### src/rtl/mem_bus_arbiter.sv
// Two-port (instruction fetch / data memory) arbiter onto one memory bus, with a one-entry
// request buffer per port and a WAIT timeout. Define MEM_ARB_RR_EN for round-robin arbitration.
module mem_bus_arbiter #(
  parameter int TIMEOUT_CYCLES = 1024,
  parameter int PRIO_PORT      = 1
) (
  input  logic        clk,
  input  logic        rstn,
  input  logic        s0_request_enable,
  input  logic        s0_mode,
  input  logic [31:0] s0_addr,
  input  logic [31:0] s0_wdata,
  input  logic [3:0]  s0_wstrb,
  output logic        s0_response_enable,
  output logic [31:0] s0_data,
  input  logic        s1_request_enable,
  input  logic        s1_mode,
  input  logic [31:0] s1_addr,
  input  logic [31:0] s1_wdata,
  input  logic [3:0]  s1_wstrb,
  output logic        s1_response_enable,
  output logic [31:0] s1_data,
  output logic        m_request_enable,
  output logic        m_mode,
  output logic [31:0] m_addr,
  output logic [31:0] m_wdata,
  output logic [3:0]  m_wstrb,
  input  logic        m_response_enable,
  input  logic [31:0] m_data,
  output logic [1:0]  grant,
  output logic        err_overflow,
  output logic        err_timeout
);

  localparam int CNT_W = (TIMEOUT_CYCLES > 2) ? $clog2(TIMEOUT_CYCLES) : 1;
  localparam logic [CNT_W-1:0] CNT_LAST = CNT_W'(TIMEOUT_CYCLES - 1);

  typedef enum logic {
    IDLE = 1'b0,
    WAIT = 1'b1
  } state_t;

  function automatic logic [1:0] onehot(input logic idx);
    onehot = idx ? 2'b10 : 2'b01;
  endfunction

`ifdef MEM_ARB_RR_EN
  function automatic logic pick_port(input logic [1:0] pend, input logic last);
    if (pend == 2'b11) pick_port = ~last;
    else               pick_port = pend[1];
  endfunction
`else
  localparam logic PRIO_SEL = (PRIO_PORT != 0) ? 1'b1 : 1'b0;

  function automatic logic pick_port(input logic [1:0] pend);
    if (pend == 2'b11) pick_port = PRIO_SEL;
    else               pick_port = pend[1];
  endfunction
`endif

  logic [1:0]        req_s;
  logic [1:0]        mode_in_s;
  logic [1:0][31:0]  addr_in_s;
  logic [1:0][31:0]  wdata_in_s;
  logic [1:0][3:0]   wstrb_in_s;

  assign req_s      = {s1_request_enable, s0_request_enable};
  assign mode_in_s  = {s1_mode, s0_mode};
  assign addr_in_s  = {s1_addr, s0_addr};
  assign wdata_in_s = {s1_wdata, s0_wdata};
  assign wstrb_in_s = {s1_wstrb, s0_wstrb};

  state_t            state_r, state_s;
  logic [1:0]        pending_r, pending_s;
  logic [1:0]        buf_mode_r, buf_mode_s;
  logic [1:0][31:0]  buf_addr_r, buf_addr_s;
  logic [1:0][31:0]  buf_wdata_r, buf_wdata_s;
  logic [1:0][3:0]   buf_wstrb_r, buf_wstrb_s;
  logic              owner_r, owner_s;
  logic [CNT_W-1:0]  count_r, count_s;
  logic              m_req_r, m_req_s;
  logic              m_mode_r, m_mode_s;
  logic [31:0]       m_addr_r, m_addr_s;
  logic [31:0]       m_wdata_r, m_wdata_s;
  logic [3:0]        m_wstrb_r, m_wstrb_s;
  logic [1:0]        grant_r, grant_s;
  logic              s0_resp_r, s0_resp_s;
  logic              s1_resp_r, s1_resp_s;
  logic [31:0]       s0_data_r, s0_data_s;
  logic [31:0]       s1_data_r, s1_data_s;
  logic              err_ovf_r, err_ovf_s;
  logic              err_to_r, err_to_s;
  logic              win_s;
  logic              done_s;
  logic [31:0]       done_data_s;
`ifdef MEM_ARB_RR_EN
  logic              last_grant_r, last_grant_s;
`endif

  // Next-state, bus issue, completion routing and per-port buffer capture.
  always_comb begin
    state_s     = state_r;
    pending_s   = pending_r;
    buf_mode_s  = buf_mode_r;
    buf_addr_s  = buf_addr_r;
    buf_wdata_s = buf_wdata_r;
    buf_wstrb_s = buf_wstrb_r;
    owner_s     = owner_r;
    count_s     = count_r;
    m_req_s     = 1'b0;
    m_mode_s    = m_mode_r;
    m_addr_s    = m_addr_r;
    m_wdata_s   = m_wdata_r;
    m_wstrb_s   = m_wstrb_r;
    grant_s     = grant_r;
    s0_resp_s   = 1'b0;
    s1_resp_s   = 1'b0;
    s0_data_s   = s0_data_r;
    s1_data_s   = s1_data_r;
    err_ovf_s   = err_ovf_r;
    err_to_s    = 1'b0;
    done_s      = 1'b0;
    done_data_s = 32'h0000_0000;
`ifdef MEM_ARB_RR_EN
    last_grant_s = last_grant_r;
    win_s        = pick_port(pending_r, last_grant_r);
`else
    win_s        = pick_port(pending_r);
`endif

    case (state_r)
      IDLE: begin
        if (pending_r != 2'b00) begin
          owner_s   = win_s;
          m_req_s   = 1'b1;
          m_mode_s  = buf_mode_r[win_s];
          m_addr_s  = buf_addr_r[win_s];
          m_wdata_s = buf_wdata_r[win_s];
          m_wstrb_s = buf_wstrb_r[win_s];
          grant_s   = onehot(win_s);
          count_s   = {CNT_W{1'b0}};
          state_s   = WAIT;
`ifdef MEM_ARB_RR_EN
          last_grant_s = win_s;
`endif
        end else begin
          state_s = IDLE;
        end
      end
      WAIT: begin
        // A real response in the last counted cycle still beats the timeout.
        if (m_response_enable) begin
          done_s      = 1'b1;
          done_data_s = m_data;
        end else if (count_r == CNT_LAST) begin
          done_s      = 1'b1;
          done_data_s = 32'h0000_0000;
          err_to_s    = 1'b1;
        end else begin
          count_s = count_r + 1'b1;
        end
      end
      default: begin
        state_s = IDLE;
      end
    endcase

    if (done_s) begin
      pending_s[owner_r] = 1'b0;
      grant_s            = 2'b00;
      state_s            = IDLE;
      if (owner_r) begin
        s1_resp_s = 1'b1;
        s1_data_s = done_data_s;
      end else begin
        s0_resp_s = 1'b1;
        s0_data_s = done_data_s;
      end
    end else begin
      grant_s = grant_s;
    end

    // Capture runs after completion so a coincident new request re-sets pending.
    for (int n = 0; n < 2; n++) begin
      if (req_s[n]) begin
        if (pending_r[n] && !(done_s && (int'(owner_r) == n))) begin
          err_ovf_s = 1'b1;
        end else begin
          pending_s[n]   = 1'b1;
          buf_mode_s[n]  = mode_in_s[n];
          buf_addr_s[n]  = addr_in_s[n];
          buf_wdata_s[n] = wdata_in_s[n];
          buf_wstrb_s[n] = wstrb_in_s[n];
        end
      end else begin
        pending_s[n] = pending_s[n];
      end
    end
  end

  // State and output registers.
  always_ff @(posedge clk or negedge rstn) begin
    if (!rstn) begin
      state_r     <= IDLE;
      pending_r   <= 2'b00;
      buf_mode_r  <= 2'b00;
      buf_addr_r  <= {2{32'h0000_0000}};
      buf_wdata_r <= {2{32'h0000_0000}};
      buf_wstrb_r <= {2{4'h0}};
      owner_r     <= 1'b0;
      count_r     <= {CNT_W{1'b0}};
      m_req_r     <= 1'b0;
      m_mode_r    <= 1'b0;
      m_addr_r    <= 32'h0000_0000;
      m_wdata_r   <= 32'h0000_0000;
      m_wstrb_r   <= 4'h0;
      grant_r     <= 2'b00;
      s0_resp_r   <= 1'b0;
      s1_resp_r   <= 1'b0;
      s0_data_r   <= 32'h0000_0000;
      s1_data_r   <= 32'h0000_0000;
      err_ovf_r   <= 1'b0;
      err_to_r    <= 1'b0;
`ifdef MEM_ARB_RR_EN
      last_grant_r <= 1'b0;
`endif
    end else begin
      state_r     <= state_s;
      pending_r   <= pending_s;
      buf_mode_r  <= buf_mode_s;
      buf_addr_r  <= buf_addr_s;
      buf_wdata_r <= buf_wdata_s;
      buf_wstrb_r <= buf_wstrb_s;
      owner_r     <= owner_s;
      count_r     <= count_s;
      m_req_r     <= m_req_s;
      m_mode_r    <= m_mode_s;
      m_addr_r    <= m_addr_s;
      m_wdata_r   <= m_wdata_s;
      m_wstrb_r   <= m_wstrb_s;
      grant_r     <= grant_s;
      s0_resp_r   <= s0_resp_s;
      s1_resp_r   <= s1_resp_s;
      s0_data_r   <= s0_data_s;
      s1_data_r   <= s1_data_s;
      err_ovf_r   <= err_ovf_s;
      err_to_r    <= err_to_s;
`ifdef MEM_ARB_RR_EN
      last_grant_r <= last_grant_s;
`endif
    end
  end

  assign m_request_enable   = m_req_r;
  assign m_mode             = m_mode_r;
  assign m_addr             = m_addr_r;
  assign m_wdata            = m_wdata_r;
  assign m_wstrb            = m_wstrb_r;
  assign grant              = grant_r;
  assign s0_response_enable = s0_resp_r;
  assign s1_response_enable = s1_resp_r;
  assign s0_data            = s0_data_r;
  assign s1_data            = s1_data_r;
  assign err_overflow       = err_ovf_r;
  assign err_timeout        = err_to_r;

endmodule

### config.mk
export PLATFORM = sky130hd
export DESIGN_NAME = mem_bus_arbiter
export DESIGN_NICKNAME = d
export VERILOG_FILES = /design/src/rtl/mem_bus_arbiter.sv
export SDC_FILE = /design/constraint.sdc
export NUM_CORES = 1
export LEC_CHECK = 0
export ABC_AREA = 1
export CORE_ASPECT_RATIO = 0.6
export CORE_MARGIN = 2
export CORE_UTILIZATION = 44
export CTS_BUF_LIST = sky130_fd_sc_hd__clkbuf_16
export DETAILED_ROUTE_END_ITERATION = 6
export GPL_TIMING_DRIVEN = 0
export HOLD_SLACK_MARGIN = 0.08
export PLACE_DENSITY = 0.79
export SETUP_SLACK_MARGIN = 0.5
export SLEW_MARGIN = 20
export SYNTH_ARGS = -nofsm -noshare
export SYNTH_HDL_FRONTEND = slang
export SYNTH_SLANG_ARGS = --single-unit
### constraint.sdc
create_clock -name clk -period 1.85 [get_ports clk]
set_clock_uncertainty 0.1 [all_clocks]
set_input_delay 0.37 -clock clk [delete_from_list [all_inputs] [get_ports clk]]
set_output_delay 0.37 -clock clk [all_outputs]
set_load 0.005 [all_outputs]
# == Word-level counts from Yosys, hierarchy flattened ==
# Index checks and enable logic that the tools add are counted.
# totals
register_bits,292
output_inout_bits,140
# op_classes
add_sub_neg,1
n_lt_le_gt_ge,3
n_eq_ne,6
n_mux,43
bitwise_logic,7
n_reduce_logical,16
# ops
op,n
two-way mux 32 bit,6
two-way mux 10 bit,3
two-way mux 1 bit,25
one-hot mux 10 bit (2 select lines),1
AND reduction 2 bit,6
"adder 10 x 1 -> 10 bit, second input constant",1
"equality test 10 bit, second input constant",1
two-way mux 2 bit,5
two-way mux 4 bit,2
"inequality test 2 bit, second input constant",3
logical AND 1 bit,5
NOT 1 bit,5
"< comparator 1 x 2 -> 1 bit, second input constant",2
nonzero test 2 bit,2
AND reduction 3 bit,1
bitwise AND 2 bit,1
"equality test 2 bit, second input constant",1
zero test 1 bit,2
"inequality test 2 x 1 -> 1 bit, second input constant",1
NOT 2 bit,1
demux 1 bit (select 1 bit),1
">= comparator 1 bit, second input constant",1

# == Depth between registers and ports, before layout ==
# Gate-level depths: netlist of the first run.
# depth
depth_word,11
ltp_mapped,11
mapped_depth_nobuf,9

# == Least setup slack after synthesis of the first run ==
# No wires, ideal clock.
# synth_path
path_kind,flip-flop to flip-flop
from,register count_r[0]
to,register buf_wdata_r[3] (netlist name)
setup_ns,0.117
arrival_ns,1.594
path_slack_ns,0.039
path_stages_with_launch,11
path_buffers,2
cell_sequence,dfrtp_1 > ha_1 > nand2_1 > nor2_4 > nand3_4 > nand3_2 > nand3_2 > buf_4 > buf_4 > nand2_1 > nand2_1
# synth_between
elab_chain_len,9
# synth_lines
item,line,rtl
"start, declared",80,"logic [CNT_W-1:0] count_r, count_s;"
"start signal, assigned",211,count_r <= {CNT_W{1'b0}};
"start signal, assigned",235,count_r <= count_s;
equality test 10 bit,155,end else if (count_r == CNT_LAST) begin
two-way mux 1 bit,155,
two-way mux 1 bit,152,if (m_response_enable) begin
two-way mux 1 bit,131,case (state_r)
logical AND 1 bit,186,if (pending_r[n] && !(done_s && (int'(owner_r) == n))) begin
zero test 1 bit,186,
logical AND 1 bit,186,
NOT 1 bit (no line),--,
AND reduction 2 bit (no line),--,
"end signal, assigned",208,buf_wdata_r <= {2{32'h0000_0000}};
"end signal, assigned",232,buf_wdata_r <= buf_wdata_s;
"end, declared",77,"logic [1:0][31:0] buf_wdata_r, buf_wdata_s;"
# No other way between the ends.
# A chain may end at the register's enable or synchronous reset.

# == Worst setup path in the final report of the first run ==
# layout_path
from,register count_r[4]
to,register buf_wdata_r[3] (netlist name)
# The elaborated chain is that of the path after synthesis.

==> run_results.csv, run 1 <==
group,metric,value,unit
timing,fmax,0.476,GHz
logic_synthesis,yosysWarnings,0,
worst_setup_path,cp_max_fo,10,
pwr,pwr-share-clk,25.9,%
layout,seqCellArea,7310,um^2
pwr,combPwrFrac,33.3,%
timing,tightest_slew,1.19,ns
floorplanning,die-area,28900,um^2
timing,worst_slack,-0.250,ns
layout,fin_cells,2231,
logic_synthesis,synthesis.instances,1355,
drt,drtPass1Iterations,5,
layout,multiInputGateArea,5820,um^2
global_routing,grt_pass1_wl,70100,um
pwr,switchingPower,7.79,mW
worst_setup_path,reg2reg_from,"count_r[4]$_DFFE_PN0P_",
clock_tree,cts_htree_levels,1,
global_routing,grt_pass1_vias,12238,
timing,rsz0062_at_grt,"true",
logic_synthesis,syn_area,12100,um^2
worst_setup_path,required,2.18,ns
hold_path,hp-class,"input port to async pin",
timing,whs,-0.380,ns
drt,vias,12663,
logic_synthesis,synth_edf_count,0,
logic_synthesis,ys_async_sr_fraction,100,%
drt,detail_route.wl_per_cell,22.1,um
worst_setup_path,startpoint_type,"register",
floorplanning,coreArea,26700,um^2
clock_tree,numCtsBuffers,28,
outcome,outcome,"finished, violations left",
layout,fillers,1751,
pwr,swShare,33.8,%
timing,finalCritPeriodShare,113,%
pwr,p_seq_share,40.8,%
clock_tree,cts_root_buf,"clkbuf_16",
floorplanning,ios,315,
place,dp_slack,-0.882,ns
logic_synthesis,seq_area_frac_synth,60.4,%
pwr,p_per_area,1160,nW/um^2
outcome,violations,"hold timing, setup timing",
logic_synthesis,avgSynthCellArea,8.93,um^2
timing,finalCriticalPeriod,2.10,ns
clock_tree,cts_tree,"yes",
drt,ant_nets,0,
place,dp_cells,2030,
floorplanning,die_w,218,um
drt,drtIter0Drc,1245,
global_routing,grt_max_degree,94,
worst_setup_path,regToRegSetupSlack,-0.25,ns
timing,final.setup.tns,-30.62,ns
worst_setup_path,critPathCaptureType,"register",
floorplanning,die_y,132,um
timing,final_hold_viol_count,69,
layout,area_growth,64.8,%
timing,slew_viol_final,0,
timing,slew_headroom,20.9,%
pwr,intPower,15.3,mW
logic_synthesis,yosysMostFrequentCell,"nand2_1",
timing,setup_violations,212,
global_routing,track_usage,31.4,%
logic_synthesis,yosysTopAreaCellShare,60.4,%
logic_synthesis,ys_ff_latch,292,
layout,nets,2027,
place,hpwl,28800,um
place,port_buffers,312,
clock_tree,path_clk_slew,0.07,ns
pwr,leakagePower,9.39,nW
global_routing,antenna_found_initial,5,
drt,drc,0,
logic_synthesis,synth-main-ff-cell,"dfrtp_1",
worst_setup_path,criticalPathCategory,"register to register",
layout,drive_gt1_share,38.4,%
floorplanning,rows,46,
worst_setup_path,cp.arrival,2.43,ns
logic_synthesis,yosys-top-cells-count,"540 x nand2_1, 292 x dfrtp_1, 140 x nand4_1, 78 x nor2_1, 75 x o21ai_0",
floorplanning,start_util,45.3,%
clock_tree,cts_sinks,292,
pwr,ir_drop,0.000694,V
global_routing,grt-ovfl-total,0,
clock_tree,clock_latency,0.56,ns
run,maxCapViolations,0,
logic_synthesis,synth_fp_nets,1531,
drt,routed_wl,49400,um
clock_tree,clockBufferDepth,3,
worst_setup_path,reg2reg_to,"buf_wdata_r[3]$_DFFE_PN0P_",
worst_setup_path,rr_worst_depth,9,
logic_synthesis,ys_types,27,
logic_synthesis,yosysTopAreaCell,"dfrtp_1",
logic_synthesis,synthTopCellsByArea,"dfrtp_1 60%, nand2_1 17%, nand4_1 7.2%, a31oi_1 3.6%, o21ai_0 3.1%",
drt,viasPerCell,5.68,
place,routabilityCongestion,0.880,
-- layout make-up --
class / instances / share of cell area (%)
Tap cell: 360 / 2.26
Clock buffer: 29 / 3.64
Buffer: 106 / 5.51
Clock inverter: 19 / 0.966
Inverter: 17 / 0.471
Multi-Input combinational cell: 942 / 29.2
Antenna cell: 2 / 0.0251
Timing Repair Buffer: 464 / 21.3
Sequential cell: 292 / 36.7
-- worst max path at each step --
stage,startpoint,endpoint,cells past startpoint,slack [ns]
6_report,count_r[4]$_DFFE_PN0P_,buf_wdata_r[3]$_DFFE_PN0P_,9,-0.25
5_1_grt,count_r[4]$_DFFE_PN0P_,buf_wdata_r[35]$_DFFE_PN0P_,9,-0.31
4_1_cts,count_r[1]$_DFFE_PN0P_,buf_addr_r[41]$_DFFE_PN0P_,10,-0.09
3_5_place_dp,pending_r[1]$_DFF_PN0_,m_addr[26]$_DFFE_PN0P_,7,-0.88
3_3_place_gp,rstn,m_wdata[14]$_DFFE_PN0P_,1,-12.13
2_1_floorplan,count_r[0]$_DFFE_PN0P_,buf_wdata_r[53]$_DFFE_PN0P_,11,0.08
-- routing by layer --
layer  vias to the layer above  wire length, um  track usage (%)  part of all wire, %
met2                       690            22600             47.5                   46
met5                         -               13                0                0.026
li1                       5565                -                -                    -
met4                         2             1820             9.90                  3.7
met1                      6276            20600             45.0                   42
met3                       130             4370             7.22                  8.9
-- power groups by stage --
| stage | Sequential (mW) | Combinational (mW) | Clock [mW] |
|---|---|---|---|
| final | 9.40 | 7.68 | 5.98 |
| after global placement | 9.13 | 5.29 | 0 |
| after global routing | 9.54 | 8.21 | 6.27 |
| after floorplan | 9.01 | 2.23 | 0 |
| after CTS | 9.15 | 6.43 | 5.93 |
| after detailed placement | 9.16 | 5.49 | 0 |
-- sequential cells by signal, summed over array words and instances, names as in the netlist, 4 cells and up --
name / count
buf_addr_r: 64
buf_wdata_r: 64
m_addr: 32
m_wdata: 32
s0_data: 32
s1_data: 32
count_r: 10
buf_wstrb_r: 8
m_wstrb: 4
-- stage by stage --
stage                     instance area (um^2)  hold WS [ns]  utilization, %  power [mW]
after CTS                                18700        -0.392            69.9        21.5
final                                    19900        -0.380            74.7        23.1
after global placement                   15800         0.354            59.2        14.4
after global routing                     19900        -0.376            74.7        24.0
after floorplan                          12200       -0.0256               -        11.2
after detailed placement                 15900         0.199            59.5        14.7
-- critical path, cell delays in order, from the launching register on --
cell	delay [ns]
dfrtp_1	0.49
nand2_1	0.16
nor2_4	0.18
nand3_4	0.17
nand2_8	0.17
nand2_8	0.09
buf_4	0.16
buf_6	0.14
nand4_1	0.19
nand2_1	0.11
-- what timing repair did --
action,4_1_cts,5_1_grt
gates cloned,25,4
resized for setup,512,556
endpoints found under the hold margin,175,103
pin swaps,13,22
setup endpoints to repair,432,432
setup buffers,57,65
-- placed cells by master, fill, tap and decap left out, drive strengths merged --
cell type / instances
a21o: 1
a21oi: 2
a31oi: 69
buf: 230
bufinv: 4
clkbuf: 198
clkdlybuf4s50: 171
clkinv: 12
clkinvlp: 1
dfrtp: 292
diode: 2
ha: 1
inv: 19
nand2: 547
nand3: 20
nand3b: 3
nand4: 140
nor2: 80
o211ai: 1
o21ai: 75
or2: 2
xor2: 1
-- kinds of logic after synthesis --
kind of cell | Yosys count | share of synthesized area (%)
adder cells (fa/ha/maj) | 1 | 0.103
buffers and inverters | 123 | 4.19
AO/OA/AOI/OAI | 148 | 6.91
AND/OR/NAND/NOR | 790 | 28.3
XOR/XNOR | 1 | 0.0724
flip-flops | 292 | 60.4
No activity file was read; power rests on OpenSTA's default activity.
==> inputs of run 2 (changes only) <==
--- a/config.mk
+++ b/config.mk
@@ -14,7 +14,9 @@
 export GPL_TIMING_DRIVEN = 0
 export HOLD_SLACK_MARGIN = 0.08
 export PLACE_DENSITY = 0.79
+export RECOVER_POWER = 50
 export SETUP_SLACK_MARGIN = 0.5
+export SKIP_LAST_GASP = 1
 export SLEW_MARGIN = 20
 export SYNTH_ARGS = -nofsm -noshare
 export SYNTH_HDL_FRONTEND = slang
==> run_results.csv, run 2 (synthesized netlist as in run 1, its figures left out) <==
group,metric,value,unit
worst_setup_path,crit_family,"simple AND/OR/NAND/NOR gates",
drt,drtPass1Iterations,7,
layout,fillers,1737,
layout,final_cell_mix,"363 x nand2_1, 290 x dfrtp_1, 171 x clkdlybuf4s50_1",
global_routing,grt_pass1_vias,12099,
drt,ant_nets,0,
clock_tree,path_clk_slew,0.07,ns
drt,viasPerCell,5.76,
global_routing,grt_pass1_wl,69700,um
clock_tree,cts_sinks,292,
global_routing,grt_max_degree,94,
timing,setup_violations,209,
floorplanning,rows,46,
worst_setup_path,criticalPathCategory,"register to register",
floorplanning,die_y,132,um
worst_setup_path,reg2reg_to,"buf_wdata_r[41]$_DFFE_PN0P_",
worst_setup_path,critPathBufInv,1,
floorplanning,die-area,28900,um^2
pwr,ir_drop,0.000680,V
drt,vias,12946,
timing,worst_slack,-0.250,ns
clock_tree,clock_latency,0.56,ns
worst_setup_path,crit_chain,"ha_4 -> nand2_4 -> nor2_4 -> nand3_4 -> nand2_8 -> nand2_8 -> clkbuf_1 -> nand4_1 -> nand2_2",
drt,drtIter0Drc,1341,
floorplanning,coreArea,26700,um^2
drt,drc,0,
layout,final_common_cell,"nand2_1",
global_routing,antenna_found_initial,4,
global_routing,grt-ovfl-total,0,
worst_setup_path,slowest_delay,0.42,ns
worst_setup_path,rr_worst_depth,9,
global_routing,grt.met1_usage,45.5,%
worst_setup_path,startpoint_type,"register",
clock_tree,numCtsBuffers,28,
drt,detail_route.wl_per_cell,22.7,um
hold_path,hp-class,"input port to async pin",
layout,area_growth,65.6,%
place,port_buffers,312,
place,routabilityCongestion,0.880,
timing,finalCriticalPeriod,2.10,ns
global_routing,grt-busiest-layer,"met2",
layout,post-route-util,75.0,%
clock_tree,cts_htree_levels,1,
timing,slew_viol_final,0,
run,maxCapViolations,0,
floorplanning,die_w,218,um
global_routing,met3_usage,6.41,%
clock_tree,clockBufferDepth,3,
worst_setup_path,startpoint,"count_r[1]$_DFFE_PN0P_",
layout,drive_gt1_share,38.6,%
worst_setup_path,required,2.24,ns
floorplanning,start_util,45.3,%
global_routing,track_usage,31.2,%
timing,final_hold_viol_count,45,
timing,slew_headroom,18.4,%
worst_setup_path,critPathCaptureType,"register",
worst_setup_path,cp_max_fo,10,
worst_setup_path,crit_cells,9,
place,hpwl,28800,um
global_routing,grt_use_met2,47.2,%
timing,finalCritPeriodShare,114,%
layout,nets,2044,
place,postPlaceCellArea,15900,um^2
clock_tree,cts_tree,"yes",
worst_setup_path,cp.arrival,2.49,ns
clock_tree,cts_root_buf,"clkbuf_16",
floorplanning,ios,315,
drt,routed_wl,51100,um
timing,tightest_slew,1.22,ns
layout,reg_top3,"buf_addr_r x64, buf_wdata_r x64",
timing,fmax,0.476,GHz
pwr,fin_total_pwr,23.3,mW
timing,rsz0062_at_grt,"true",
pwr,leakagePower,9.46,nW
place,dp_slack,-0.882,ns
timing,whs,-0.0330,ns
worst_setup_path,reg2reg_from,"count_r[1]$_DFFE_PN0P_",
outcome,outcome,"finished, violations left",
layout,stdcell_area,20000,um^2
worst_setup_path,crit_top_cell,"nand2_8",
worst_setup_path,regToRegSetupSlack,-0.25,ns
outcome,violations,"hold timing, setup timing",
worst_setup_path,cp_slowest_cell,"dfrtp_1",
pwr,p_per_area,1160,nW/um^2
run 2: layout make-up:
class | count | area [um^2] | area share (%)
diodes | 2 | 5.00 | 0.0250
plain buffers | 106 | 1080 | 5.39
clock buffers | 29 | 726 | 3.62
clock inverters | 19 | 193 | 0.962
inverters | 17 | 93.8 | 0.468
multi-input cells | 942 | 5840 | 29.1
flip-flops and latches | 292 | 7310 | 36.5
well taps | 360 | 450 | 2.25
repair buffers | 481 | 4340 | 21.6
run 2: worst max-delay path by stage:
stage                                  end
4_1_cts                         m_wdata[1]
3_3_place_gp       m_wdata[14]$_DFFE_PN0P_
2_1_floorplan  buf_wdata_r[53]$_DFFE_PN0P_
3_5_place_dp        m_addr[26]$_DFFE_PN0P_
6_report       buf_wdata_r[41]$_DFFE_PN0P_
5_1_grt        buf_wdata_r[41]$_DFFE_PN0P_
run 2: power breakdown:
group	switching [mW]	total [mW]	leakage (nW)	internal, mW
Clock	2.56	5.95	0.463	3.38
Sequential	1.32	9.38	3.56	8.06
Combinational	4.04	7.97	5.44	3.93
Total	7.92	23.3	9.46	15.4
run 2: metal layers:
| metal | up-vias | share of wire (%) | routed length [um] |
|---|---|---|---|
| li1 | 5605 | - | - |
| met1 | 6422 | 40 | 20600 |
| met2 | 754 | 46 | 23500 |
| met3 | 163 | 9.7 | 4940 |
| met4 | 2 | 4.1 | 2080 |
| met5 | - | 0.025 | 13 |
run 2: metrics by stage:
stage,TNS [ns],instances
6_report,-24.16,2248
4_1_cts,-15.34,2160
3_3_place_gp,-3667.13,2027
3_5_place_dp,-144.43,2030
5_1_grt,-51.09,2248
2_1_floorplan,0,1355
run 2: repair_timing:
item,CTS,global route
pin swaps,13,22
hold endpoints to repair,175,91
gates cloned,25,4
setup endpoints to repair,432,432
buffers inserted,57,82
resized for setup,385,607
